$ cat config.mk
export PLATFORM = sky130hd
export DESIGN_NAME = ssd_scan_driver_flat
export DESIGN_NICKNAME = d
export VERILOG_FILES = /design/src/rtl/ssd_scan_driver_if.sv /design/src/rtl/ssd_scan_driver.sv /design/src/flat_wrapper.sv
export SDC_FILE = /design/constraint.sdc
export NUM_CORES = 1
export LEC_CHECK = 0
export ABC_CLOCK_PERIOD_IN_PS = 5800
export CORE_MARGIN = 2
export CORE_UTILIZATION = 40
export DETAILED_ROUTE_END_ITERATION = 12
export HOLD_SLACK_MARGIN = 0.1
export PLACE_DENSITY = 0.59
export SLEW_MARGIN = 5
export SYNTH_ARGS = -nofsm -noshare
export SYNTH_HDL_FRONTEND = slang
export SYNTH_SLANG_ARGS = --single-unit
$ cat constraint.sdc
create_clock -name Clk -period 5.8 [get_ports Clk]
set_input_delay 1.45 -clock Clk [delete_from_list [all_inputs] [get_ports Clk]]
set_output_delay 1.45 -clock Clk [all_outputs]
set_load 0.01 [all_outputs]
$ cat src/rtl/ssd_scan_driver_if.sv
// ----------------------------------------------------------------------------
// ssd_scan_driver_if
//
// Groups the design-facing side of the seven-segment scan driver: the display
// data to be loaded, the load strobe, live brightness and the two status
// outputs. The board-facing An/Cathodes pins stay plain ports on the driver.
//
// Handshake: load is a single-cycle qualifier with no ready. Every cycle it is
// high, digits_in/dp_in/blank_in/blink_in/lz_blank are captured; the driver
// never stalls. update_pending and frame_tick are status only.
//
// Signals:
//   digits_in      hex nibble per digit, digit 0 (rightmost) in [3:0]
//   dp_in          1 = decimal point lit
//   blank_in       1 = digit forced dark
//   blink_in       1 = digit flashes
//   lz_blank       leading-zero suppression enable
//   brightness     PWM duty select, sampled live
//   load           capture the buffered inputs into the pending buffer
//   update_pending pending buffer holds data not yet on the display
//   frame_tick     one-cycle pulse at each frame boundary
//
// Modports: master = data source, slave = ssd_scan_driver.
// ----------------------------------------------------------------------------
interface ssd_scan_driver_if #(
   parameter int NUM_DIGITS = 4,
   parameter int PWM_BITS   = 4
);
   logic [4*NUM_DIGITS-1:0] digits_in;
   logic [NUM_DIGITS-1:0]   dp_in;
   logic [NUM_DIGITS-1:0]   blank_in;
   logic [NUM_DIGITS-1:0]   blink_in;
   logic                    lz_blank;
   logic [PWM_BITS-1:0]     brightness;
   logic                    load;
   logic                    update_pending;
   logic                    frame_tick;

   modport master (
      output digits_in, dp_in, blank_in, blink_in, lz_blank, brightness, load,
      input  update_pending, frame_tick
   );

   modport slave (
      input  digits_in, dp_in, blank_in, blink_in, lz_blank, brightness, load,
      output update_pending, frame_tick
   );
endinterface

$ cat src/rtl/ssd_scan_driver.sv
// ----------------------------------------------------------------------------
// ssd_scan_driver
//
// Time-multiplexed driver for NUM_DIGITS common-anode seven-segment digits.
// Display data is double buffered: load writes a pending buffer, which is
// copied to the active buffer only at a frame boundary so a frame never shows
// a mix of old and new data. Each digit can be blanked, blinked, carry a
// decimal point, or be hidden as a leading zero; a PWM window inside each
// digit slot sets brightness.
//
// Ports:
//   Clk       system clock
//   Reset     asynchronous, active-high reset
//   bus       ssd_scan_driver_if.slave (data in, load, brightness, status out)
//   An        anodes, active-low, one bit per digit
//   Cathodes  {Ca,Cb,Cc,Cd,Ce,Cf,Cg,Dp}, active-low
//
// Scan: digit NUM_DIGITS-1 first, descending to 0, each slot lasting
// 2^SCAN_DIV_BITS clocks. The wrap from digit 0 back to the top digit is the
// frame boundary, where frame_tick pulses and pending data is committed.
// An/Cathodes are registered, so they lag the scan state by one cycle.
// ----------------------------------------------------------------------------
module ssd_scan_driver #(
   parameter int NUM_DIGITS     = 4,
   parameter int SCAN_DIV_BITS  = 18,
   parameter int PWM_BITS       = 4,
   parameter int BLINK_DIV_BITS = 26
) (
   input  logic                  Clk,
   input  logic                  Reset,
   ssd_scan_driver_if.slave      bus,
   output logic [NUM_DIGITS-1:0] An,
   output logic [7:0]            Cathodes
);

   localparam int IDX_W = (NUM_DIGITS > 1) ? $clog2(NUM_DIGITS) : 1;

   // Everything that load captures, kept together so pending and active
   // buffers always move as one unit.
   typedef struct packed {
      logic [4*NUM_DIGITS-1:0] digits;
      logic [NUM_DIGITS-1:0]   dp;
      logic [NUM_DIGITS-1:0]   blank;
      logic [NUM_DIGITS-1:0]   blink;
      logic                    lz;
   } frame_buf_t;

   // All digits blanked so the display stays dark until the first commit.
   localparam frame_buf_t RESET_BUF = '{
      digits: '0,
      dp:     '0,
      blank:  '1,
      blink:  '0,
      lz:     1'b0
   };

   // ------------------------------------------------------------------------
   // Scan timing
   // ------------------------------------------------------------------------
   logic [SCAN_DIV_BITS-1:0]  pre;
   logic [BLINK_DIV_BITS-1:0] blink_cnt;
   logic [IDX_W-1:0]          idx;
   logic                      frame_tick_r;
   logic                      slot_end;
   logic                      frame_end;

   assign slot_end  = &pre;
   assign frame_end = slot_end && (idx == '0);

   always_ff @(posedge Clk or posedge Reset) begin
      if (Reset) begin
         pre          <= '0;
         blink_cnt    <= '0;
         idx          <= IDX_W'(NUM_DIGITS - 1);
         frame_tick_r <= 1'b0;
      end else begin
         pre          <= pre + 1'b1;
         blink_cnt    <= blink_cnt + 1'b1;
         frame_tick_r <= frame_end;
         if (slot_end) begin
            idx <= (idx == '0) ? IDX_W'(NUM_DIGITS - 1) : idx - 1'b1;
         end
      end
   end

   assign bus.frame_tick = frame_tick_r;

   // ------------------------------------------------------------------------
   // Double buffering
   // ------------------------------------------------------------------------
   frame_buf_t in_buf;
   frame_buf_t pend_buf;
   frame_buf_t act_buf;
   logic       pend_valid;

   always_comb begin
      in_buf        = RESET_BUF;
      in_buf.digits = bus.digits_in;
      in_buf.dp     = bus.dp_in;
      in_buf.blank  = bus.blank_in;
      in_buf.blink  = bus.blink_in;
      in_buf.lz     = bus.lz_blank;
   end

   // A load landing on the boundary edge bypasses pending and goes straight
   // to active; otherwise pending data waits for the next boundary.
   always_ff @(posedge Clk or posedge Reset) begin
      if (Reset) begin
         pend_buf   <= RESET_BUF;
         act_buf    <= RESET_BUF;
         pend_valid <= 1'b0;
      end else begin
         if (bus.load) begin
            pend_buf <= in_buf;
         end
         if (frame_end && bus.load) begin
            act_buf    <= in_buf;
            pend_valid <= 1'b0;
         end else if (frame_end && pend_valid) begin
            act_buf    <= pend_buf;
            pend_valid <= 1'b0;
         end else if (bus.load) begin
            pend_valid <= 1'b1;
         end
      end
   end

   assign bus.update_pending = pend_valid;

   // ------------------------------------------------------------------------
   // Leading-zero suppression
   // ------------------------------------------------------------------------
   // lz_run stays high while every digit from the top down is 0 with its dp
   // off. Digit 0 is never suppressed so a zero value still shows "0".
   logic [NUM_DIGITS-1:0] lz_dark;
   logic                  lz_run;

   always_comb begin
      lz_dark = '0;
      lz_run  = 1'b1;
      for (int d = NUM_DIGITS - 1; d >= 1; d--) begin
         lz_run     = lz_run && (act_buf.digits[4*d +: 4] == 4'h0) && !act_buf.dp[d];
         lz_dark[d] = act_buf.lz && lz_run;
      end
   end

   // ------------------------------------------------------------------------
   // Current digit selection and display decode
   // ------------------------------------------------------------------------
   logic [3:0]              cur_digit;
   logic                    cur_dp;
   logic                    cur_blank;
   logic                    cur_blink;
   logic                    cur_lz;
   logic [PWM_BITS-1:0]     pwm_cnt;
   logic                    pwm_on;
   logic                    blink_phase;
   logic                    dark;
   logic [NUM_DIGITS-1:0]   next_an;
   logic [7:0]              next_cath;

   always_comb begin
      cur_digit = 4'h0;
      cur_dp    = 1'b0;
      cur_blank = 1'b1;
      cur_blink = 1'b0;
      cur_lz    = 1'b0;
      for (int d = 0; d < NUM_DIGITS; d++) begin
         if (idx == IDX_W'(d)) begin
            cur_digit = act_buf.digits[4*d +: 4];
            cur_dp    = act_buf.dp[d];
            cur_blank = act_buf.blank[d];
            cur_blink = act_buf.blink[d];
            cur_lz    = lz_dark[d];
         end
      end
   end

   function automatic logic [6:0] seg7(input logic [3:0] v);
      // abcdefg, active-low
      case (v)
         4'h0:    seg7 = 7'b0000001;
         4'h1:    seg7 = 7'b1001111;
         4'h2:    seg7 = 7'b0010010;
         4'h3:    seg7 = 7'b0000110;
         4'h4:    seg7 = 7'b1001100;
         4'h5:    seg7 = 7'b0100100;
         4'h6:    seg7 = 7'b0100000;
         4'h7:    seg7 = 7'b0001111;
         4'h8:    seg7 = 7'b0000000;
         4'h9:    seg7 = 7'b0000100;
         4'hA:    seg7 = 7'b0001000;
         4'hB:    seg7 = 7'b1100000;
         4'hC:    seg7 = 7'b0110001;
         4'hD:    seg7 = 7'b1000010;
         4'hE:    seg7 = 7'b0110000;
         default: seg7 = 7'b0111000;
      endcase
   endfunction

   // The PWM window is the top bits of the slot prescaler, so the lit part
   // of every slot starts at the slot's first cycle; maximum brightness keeps
   // the comparison always true.
   assign pwm_cnt     = pre[SCAN_DIV_BITS-1 -: PWM_BITS];
   assign pwm_on      = (pwm_cnt <= bus.brightness);
   assign blink_phase = blink_cnt[BLINK_DIV_BITS-1];

   always_comb begin
      dark      = cur_blank || (cur_blink && blink_phase) || cur_lz || !pwm_on;
      next_an   = '1;
      next_cath = 8'hFF;
      if (!dark) begin
         next_an   = ~(NUM_DIGITS'(1) << idx);
         next_cath = {seg7(cur_digit), ~cur_dp};
      end
   end

   always_ff @(posedge Clk or posedge Reset) begin
      if (Reset) begin
         An       <= '1;
         Cathodes <= 8'hFF;
      end else begin
         An       <= next_an;
         Cathodes <= next_cath;
      end
   end

endmodule
$ cat src/flat_wrapper.sv
// flat-port wrapper written by rule: the top's interface ports become plain ports
module ssd_scan_driver_flat 
#(
   parameter int NUM_DIGITS     = 4,
   parameter int SCAN_DIV_BITS  = 18,
   parameter int PWM_BITS       = 4,
   parameter int BLINK_DIV_BITS = 26
)
  (Clk, Reset, An, Cathodes, bus_digits_in, bus_dp_in, bus_blank_in, bus_blink_in, bus_lz_blank, bus_brightness, bus_load, bus_update_pending, bus_frame_tick);
  ssd_scan_driver_if #(.NUM_DIGITS(NUM_DIGITS), .PWM_BITS(PWM_BITS)) bus_i ();
  input  logic Clk;
  input  logic Reset;
  output logic [NUM_DIGITS-1:0] An;
  output logic [7:0] Cathodes;
  input wire logic [$bits(bus_i.digits_in)-1:0] bus_digits_in;
  input wire logic [$bits(bus_i.dp_in)-1:0] bus_dp_in;
  input wire logic [$bits(bus_i.blank_in)-1:0] bus_blank_in;
  input wire logic [$bits(bus_i.blink_in)-1:0] bus_blink_in;
  input wire logic [$bits(bus_i.lz_blank)-1:0] bus_lz_blank;
  input wire logic [$bits(bus_i.brightness)-1:0] bus_brightness;
  input wire logic [$bits(bus_i.load)-1:0] bus_load;
  output wire logic [$bits(bus_i.update_pending)-1:0] bus_update_pending;
  output wire logic [$bits(bus_i.frame_tick)-1:0] bus_frame_tick;
  assign bus_i.digits_in = bus_digits_in;
  assign bus_i.dp_in = bus_dp_in;
  assign bus_i.blank_in = bus_blank_in;
  assign bus_i.blink_in = bus_blink_in;
  assign bus_i.lz_blank = bus_lz_blank;
  assign bus_i.brightness = bus_brightness;
  assign bus_i.load = bus_load;
  assign bus_update_pending = bus_i.update_pending;
  assign bus_frame_tick = bus_i.frame_tick;
  ssd_scan_driver #(.NUM_DIGITS(NUM_DIGITS), .SCAN_DIV_BITS(SCAN_DIV_BITS), .PWM_BITS(PWM_BITS), .BLINK_DIV_BITS(BLINK_DIV_BITS)) u_core (.Clk(Clk), .Reset(Reset), .bus(bus_i), .An(An), .Cathodes(Cathodes));
endmodule
[Yosys cells after proc, flatten, opt, wreduce, memory -nomap -nowiden]
Memory sizes are Yosys's and may differ from the RTL's.
Cells that the tools add are included.
Operators by class
  $add $sub $neg: 3
  eq/ne operators: 3
  bitwise gates (word level): 2
  multiplexer cells: 27
  shift-type cells: 1
  order comparisons: 1
  reduce and logical (&&, ||, !) cells: 26
Operator list (count)
  $mux W29: 2
  $add A26 B1 Y26 const B: 1
  $mux W4: 5
  $add A18 B1 Y18 const B: 1
  $mux W1: 18
  $reduce_and A18 Y1: 1
  $logic_and A1 B1 Y1: 12
  $logic_not A4 Y1: 3
  $mux W8: 1
  $eq A2 B2 Y1 const B: 2
  $le A4 B4 Y1: 1
  $logic_not A1 Y1: 4
  $not A4 Y4: 1
  $shl A1 B2 Y4 const A: 1
  $logic_or A1 B1 Y1: 3
  $reduce_bool A3 Y1: 1
  $eq A2 B1 Y1 const B: 1
  $logic_not A2 Y1: 1
  $mux W2: 1
  $reduce_bool A2 Y1: 1
  $sub A2 B1 Y2 const B: 1
  $not A1 Y1: 1
Storage, ports and cells
  memories kept: 1
  bits in registers: 118
  ROM bits: 112
  output and inout bits: 14
  input bits: 36
Memory list
  (name not given): depth 16, width 7, read ports 1, clocked after Yosys merged registers in 0, wr ports 0, line ssd_scan_driver.sv:181  | case (v)

[Longest topological paths before layout]
  depth in word-level cells: 13
  gate-level depth with buffers: 11

[Worst setup path before layout]
OpenSTA, ideal clock, no wires.
  path kind: input to register
  start point: input port bus_brightness[1]
  end point: register u_core.Cathodes[2]
  stages on the path: 8
  arrival: 2874 ps
  path buffers: 1
  slack: 2832 ps
  path through: inv_1 > ha_1 > nor2b_1 > a2111oi_0 > o22ai_1 > a211oi_2 > buf_2 > o221ai_1
Between the ends
  cells in the longest elaborated chain, start to end: 4
Ends and longest elaborated chain
  start, declared: line flat_wrapper.sv:20  | input wire logic [$bits(bus_i.brightness)-1:0] bus_brightness;
  $le A4 B4 Y1: line ssd_scan_driver.sv:205  | assign pwm_on = (pwm_cnt <= bus.brightness);
  $logic_not A1 Y1: line ssd_scan_driver.sv:209  | dark = cur_blank || (cur_blink && blink_phase) || cur_lz || !pwm_on;
  $logic_or A1 B1 Y1: line ssd_scan_driver.sv:209
  $mux W8: line ssd_scan_driver.sv:212  | if (!dark) begin
  via u_core.next_cath[2]: line ssd_scan_driver.sv:160  | logic [7:0] next_cath;
  end signal, assigned: line ssd_scan_driver.sv:224  | Cathodes <= next_cath;
  end, declared: line ssd_scan_driver.sv:33  | output logic [7:0] Cathodes
The timed path passes the listed nets, and every way through them passes these cells.
A chain may end at the register's enable or synchronous reset.

[Worst setup path after layout]
Same ends and word-level chain as after synthesis.

==> run_results.csv <==
group,metric,value,unit
timing,setup_viol,0,
yosys,synth_top_family_by_area,"multiplexers",
detailed_routing,drc,0,
yosys,ys_warn_count,0,
timing,fin_crit_sh,59.8,%
yosys,synth_enable_flop_cells,0,
yosys,syn_area,0.00546,mm2
worst_setup_path,worstSetupEndpointType,"register",
yosys,ys_ff_latch,118,
clocking,h-tree-depth,4,
yosys,yosys.area_share.simple,12.0,%
timing,finalMaxSlewViolations,0,
clocking,numCtsBuffers,17,
pwr,finalPower,1940,uW
worst_setup_path,critPathRequiredTime,6.08,ns
cells_and_area,layout.nets,538,
worst_setup_path,r2r_slack,3.00,ns
detailed_routing,wl_per_cell,14.8,um
pwr,p_per_area,295,mW/mm2
clocking,post_cts.repair.setup_buffers,0,
floorplan,core,0.0133,mm2
yosys,synthXorXnorAreaFrac,6.42,%
floorplan,die_h,121,um
floorplan,start_util,41.1,%
status,outcome,"finished, final reports clean",
worst_setup_path,start_kind,"input port",
detailed_routing,vias,3345,
timing,relSlewSlack,31.2,%
cells_and_area,syn_to_final_growth,20.8,%
worst_setup_path,r2r-end,"u_core.Cathodes[4]",
worst_setup_path,cp_num_buf_inv,2,
yosys,synth-async-reset-ratio,100,%
clocking,root_buffer,"clkbuf_16",
cells_and_area,drive_gt1_share,25.3,%
worst_setup_path,cp_data_arrival_time,3.75,ns
timing,fin_ws,2.33,ns
pwr,vdd_drop_max,174,uV
yosys,synth_area_per_cell,12.8,um2
pwr,swShare,21.4,%
cells_and_area,layout_common_cells,"dfrtp_1 (96), clkdlybuf4s50_1 (49), mux2_2 (36)",
detailed_routing,drt-pass1-iter-count,4,
global_routing,antenna_found_initial,0,
run,cap_violations,0,
worst_setup_path,r2r.worst_path.cells,9,
pwr,leakagePower,0.00294,uW
pwr,p_int,1530,uW
timing,max_freq,288,MHz
yosys,synth-adder-area-share,3.67,%
yosys,synth_cells,428,
worst_setup_path,critPathKind,"input port to register",
placed_design,dp_slack,1.91,ns
pwr,p_comb_share,6.5,%
worst_setup_path,worstSetupStartpoint,"bus_brightness[1]",
clocking,holdBufCountCts,0,
hold_path,worstHoldStart,"u_core.blink_cnt[18]",
timing,min_period,3.47,ns
cells_and_area,antenna_cells,0,
global_routing,grtUsageTotal,14.5,%
floorplan,dieArea,0.0146,mm2
global_routing,grt_overflow_total,0,
yosys,ys.flop_type,"dfrtp_1",
worst_setup_path,crit_end,"u_core.Cathodes[2]",
cells_and_area,fillerInstances,1150,
worst_setup_path,crit_cells,8,
timing,worstMarginPinSlew,1.03,ns
worst_setup_path,max_stage_delay,0.60,ns
yosys,synth_nets,480,
worst_setup_path,cp_top_family,"compound AO/OA/AOI/OAI gates",
yosys,yosysSeqAreaShare,54.6,%
yosys,yosysUniqueCellTypes,59,
floorplan,io_pins,50,
clocking,cts_tree,"built",
floorplan,die_w,121,um
floorplan,rows,42,
worst_setup_path,cp_slowest_cell,"a211oi_2",
placed_design,finalWeightedCongestion,0.845,
clocking,cts.clk_slew.worst_paths,0.05,ns
detailed_routing,drt_iter0_markers,181,
yosys,synth-compound-area-share,6.17,%
clocking,post_cts_resize_count,0,
placed_design,numPortBuffers,49,
pwr,p_seq_share,45.1,%
placed_design,hpwl,6890,um
clocking,cts_buffer_depth,2,
global_routing,grt_pass1_wl,16300,um
worst_setup_path,reg2reg_from,"u_core.idx[1]",
timing,clock_skew,0.00963,ns
detailed_routing,totalWireLength,10000,um
placed_design,dp.cells,643,
cells_and_area,layout_commonest_cell,"dfrtp_1",
global_routing,grt_pass1_vias,3372,
detailed_routing,antenna_left,0,
cells_and_area,stdcell_count,675,
global_routing,grt_max_degree,87,
worst_setup_path,crit_chain,"clkdlybuf4s50_1 > inv_1 > ha_1 > nor2b_1 > a2111oi_0 > o22ai_1 > a211oi_2 > o221ai_1",
pwr,switching_power,417,uW
clocking,numClockSinks,118,
detailed_routing,vias_per_cell,4.96,
worst_setup_path,crit_fanout,12,
pwr,clkPwrFrac,48.4,%
clocking,insertion_delay,0.41,ns
timing,grt_setup_unrepaired,"false",
yosys,synth_mux_area_share,13.1,%
timing,final_hold_viol_count,0,
timing,tns,0,ns
hold_path,min_path_type,"register to register",
==> synthesized netlist by cell type, types with 2 or more instances <==
library cell / number / share of area, %
a221o_1: 2 / 0.37
nand2b_1: 6 / 0.69
nor3_2: 2 / 0.37
o221ai_1: 3 / 0.48
o21ai_0: 4 / 0.37
buf_6: 4 / 0.83
inv_1: 20 / 1.4
o21a_1: 3 / 0.41
a211oi_1: 2 / 0.28
a211oi_2: 2 / 0.46
dfrtp_1: 96 / 44
xnor2_1: 22 / 3.5
nor3b_1: 2 / 0.28
nand2_1: 30 / 2.1
o21ai_1: 2 / 0.18
a21oi_1: 3 / 0.28
a31oi_1: 2 / 0.23
or2_1: 2 / 0.23
xor2_1: 18 / 2.9
buf_12: 2 / 0.73
ha_1: 16 / 3.7
and2_1: 2 / 0.23
buf_2: 4 / 0.37
nand3_1: 21 / 1.9
nor2_1: 23 / 1.6
mux2_4: 20 / 5.5
nor2b_1: 2 / 0.23
and4_1: 4 / 0.64
o211ai_1: 3 / 0.41
dfstp_2: 22 / 11
nor3_1: 5 / 0.46
o22ai_1: 2 / 0.23
o31ai_1: 3 / 0.41
nand4_1: 8 / 0.92
clkbuf_8: 3 / 0.76
mux2_2: 36 / 7.4
and3_1: 4 / 0.46
a32oi_1: 2 / 0.32
==> layout make-up <==
cell class                      instances  area, um2  share of cell area (%)
Sequential cell                       118       2980                    45.2
Multi-Input combinational cell        277       2260                    34.2
Timing Repair Buffer                   52        513                    7.78
Clock buffer                           22        494                    7.50
Tap cell                              176        220                    3.34
Inverter                               20       77.6                    1.18
Clock inverter                         10       52.6                   0.797
==> state kept, by name, summed over array words and instances (netlist names) <==
signal                     count
u_core.act_buf                29
u_core.blink_cnt              26
u_core.idx                     2
u_core.Cathodes                8
u_core.bus.update_pending      1
u_core.pre                    18
u_core.pend_buf               29
u_core.An                      4
u_core.bus.frame_tick          1
==> worst register-to-register path, delay by kind of cell (launching register included) <==
kind | cells | cell delay, ns
and+or+nand+nor | 2 | 0.34
DFF | 1 | 0.55
buffers and inverters | 2 | 0.27
adders and majority gates | 2 | 0.72
AOI/OAI and AO/OA | 3 | 0.86
==> how the worst min path moves through the flow <==
stage	slack [ns]	depth (start not counted)	end
2_1_floorplan	0.43	1	u_core.blink_cnt[10]
3_3_place_gp	0.45	1	u_core.blink_cnt[10]
3_5_place_dp	0.46	1	u_core.blink_cnt[18]
4_1_cts	0.47	1	u_core.blink_cnt[18]
5_1_grt	0.48	1	u_core.pre[11]
6_report	0.47	1	u_core.blink_cnt[18]
==> per-stage QoR <==
stage          area [um2]  hold slack [ns]  utilization, %
2_1_floorplan        5460            0.434               -
3_3_place_gp         6050            0.450            45.5
3_5_place_dp         6050            0.460            45.5
4_1_cts              6590            0.471            49.6
5_1_grt              6590            0.481            49.6
6_report             6590            0.467            49.6
==> kinds of logic (layout without fill, tap and decap cells) <==
kind of cell             count (synthesis)  in the layout
AND/OR/NAND/NOR                        122            122
flip-flops                             118            118
multiplexers                            57             57
AO/OA/AOI/OAI                           42             42
XOR/XNOR                                40             40
buffers and inverters                   33            104
adder cells (fa/ha/maj)                 16             16
==> per-layer routing <==
layer	vias to the layer above	part of all wire (%)	GRT usage (%)
met3	11	3.9	5.90
met2	48	49	23.3
met4	0	1.1	5.38
met1	1675	46	17.6
met5	-	0	0
li1	1611	-	-
==> power groups by stage <==
stage                     clock, uW  sequential [uW]  combinational (uW)
after floorplan                   0              890                74.7
after global placement            0              889                 127
after detailed placement          0              891                 128
after CTS                       971              877                 129
after global routing           1010              880                 138
final                           942              877                 126
Power figures use the tool's default switching activity.
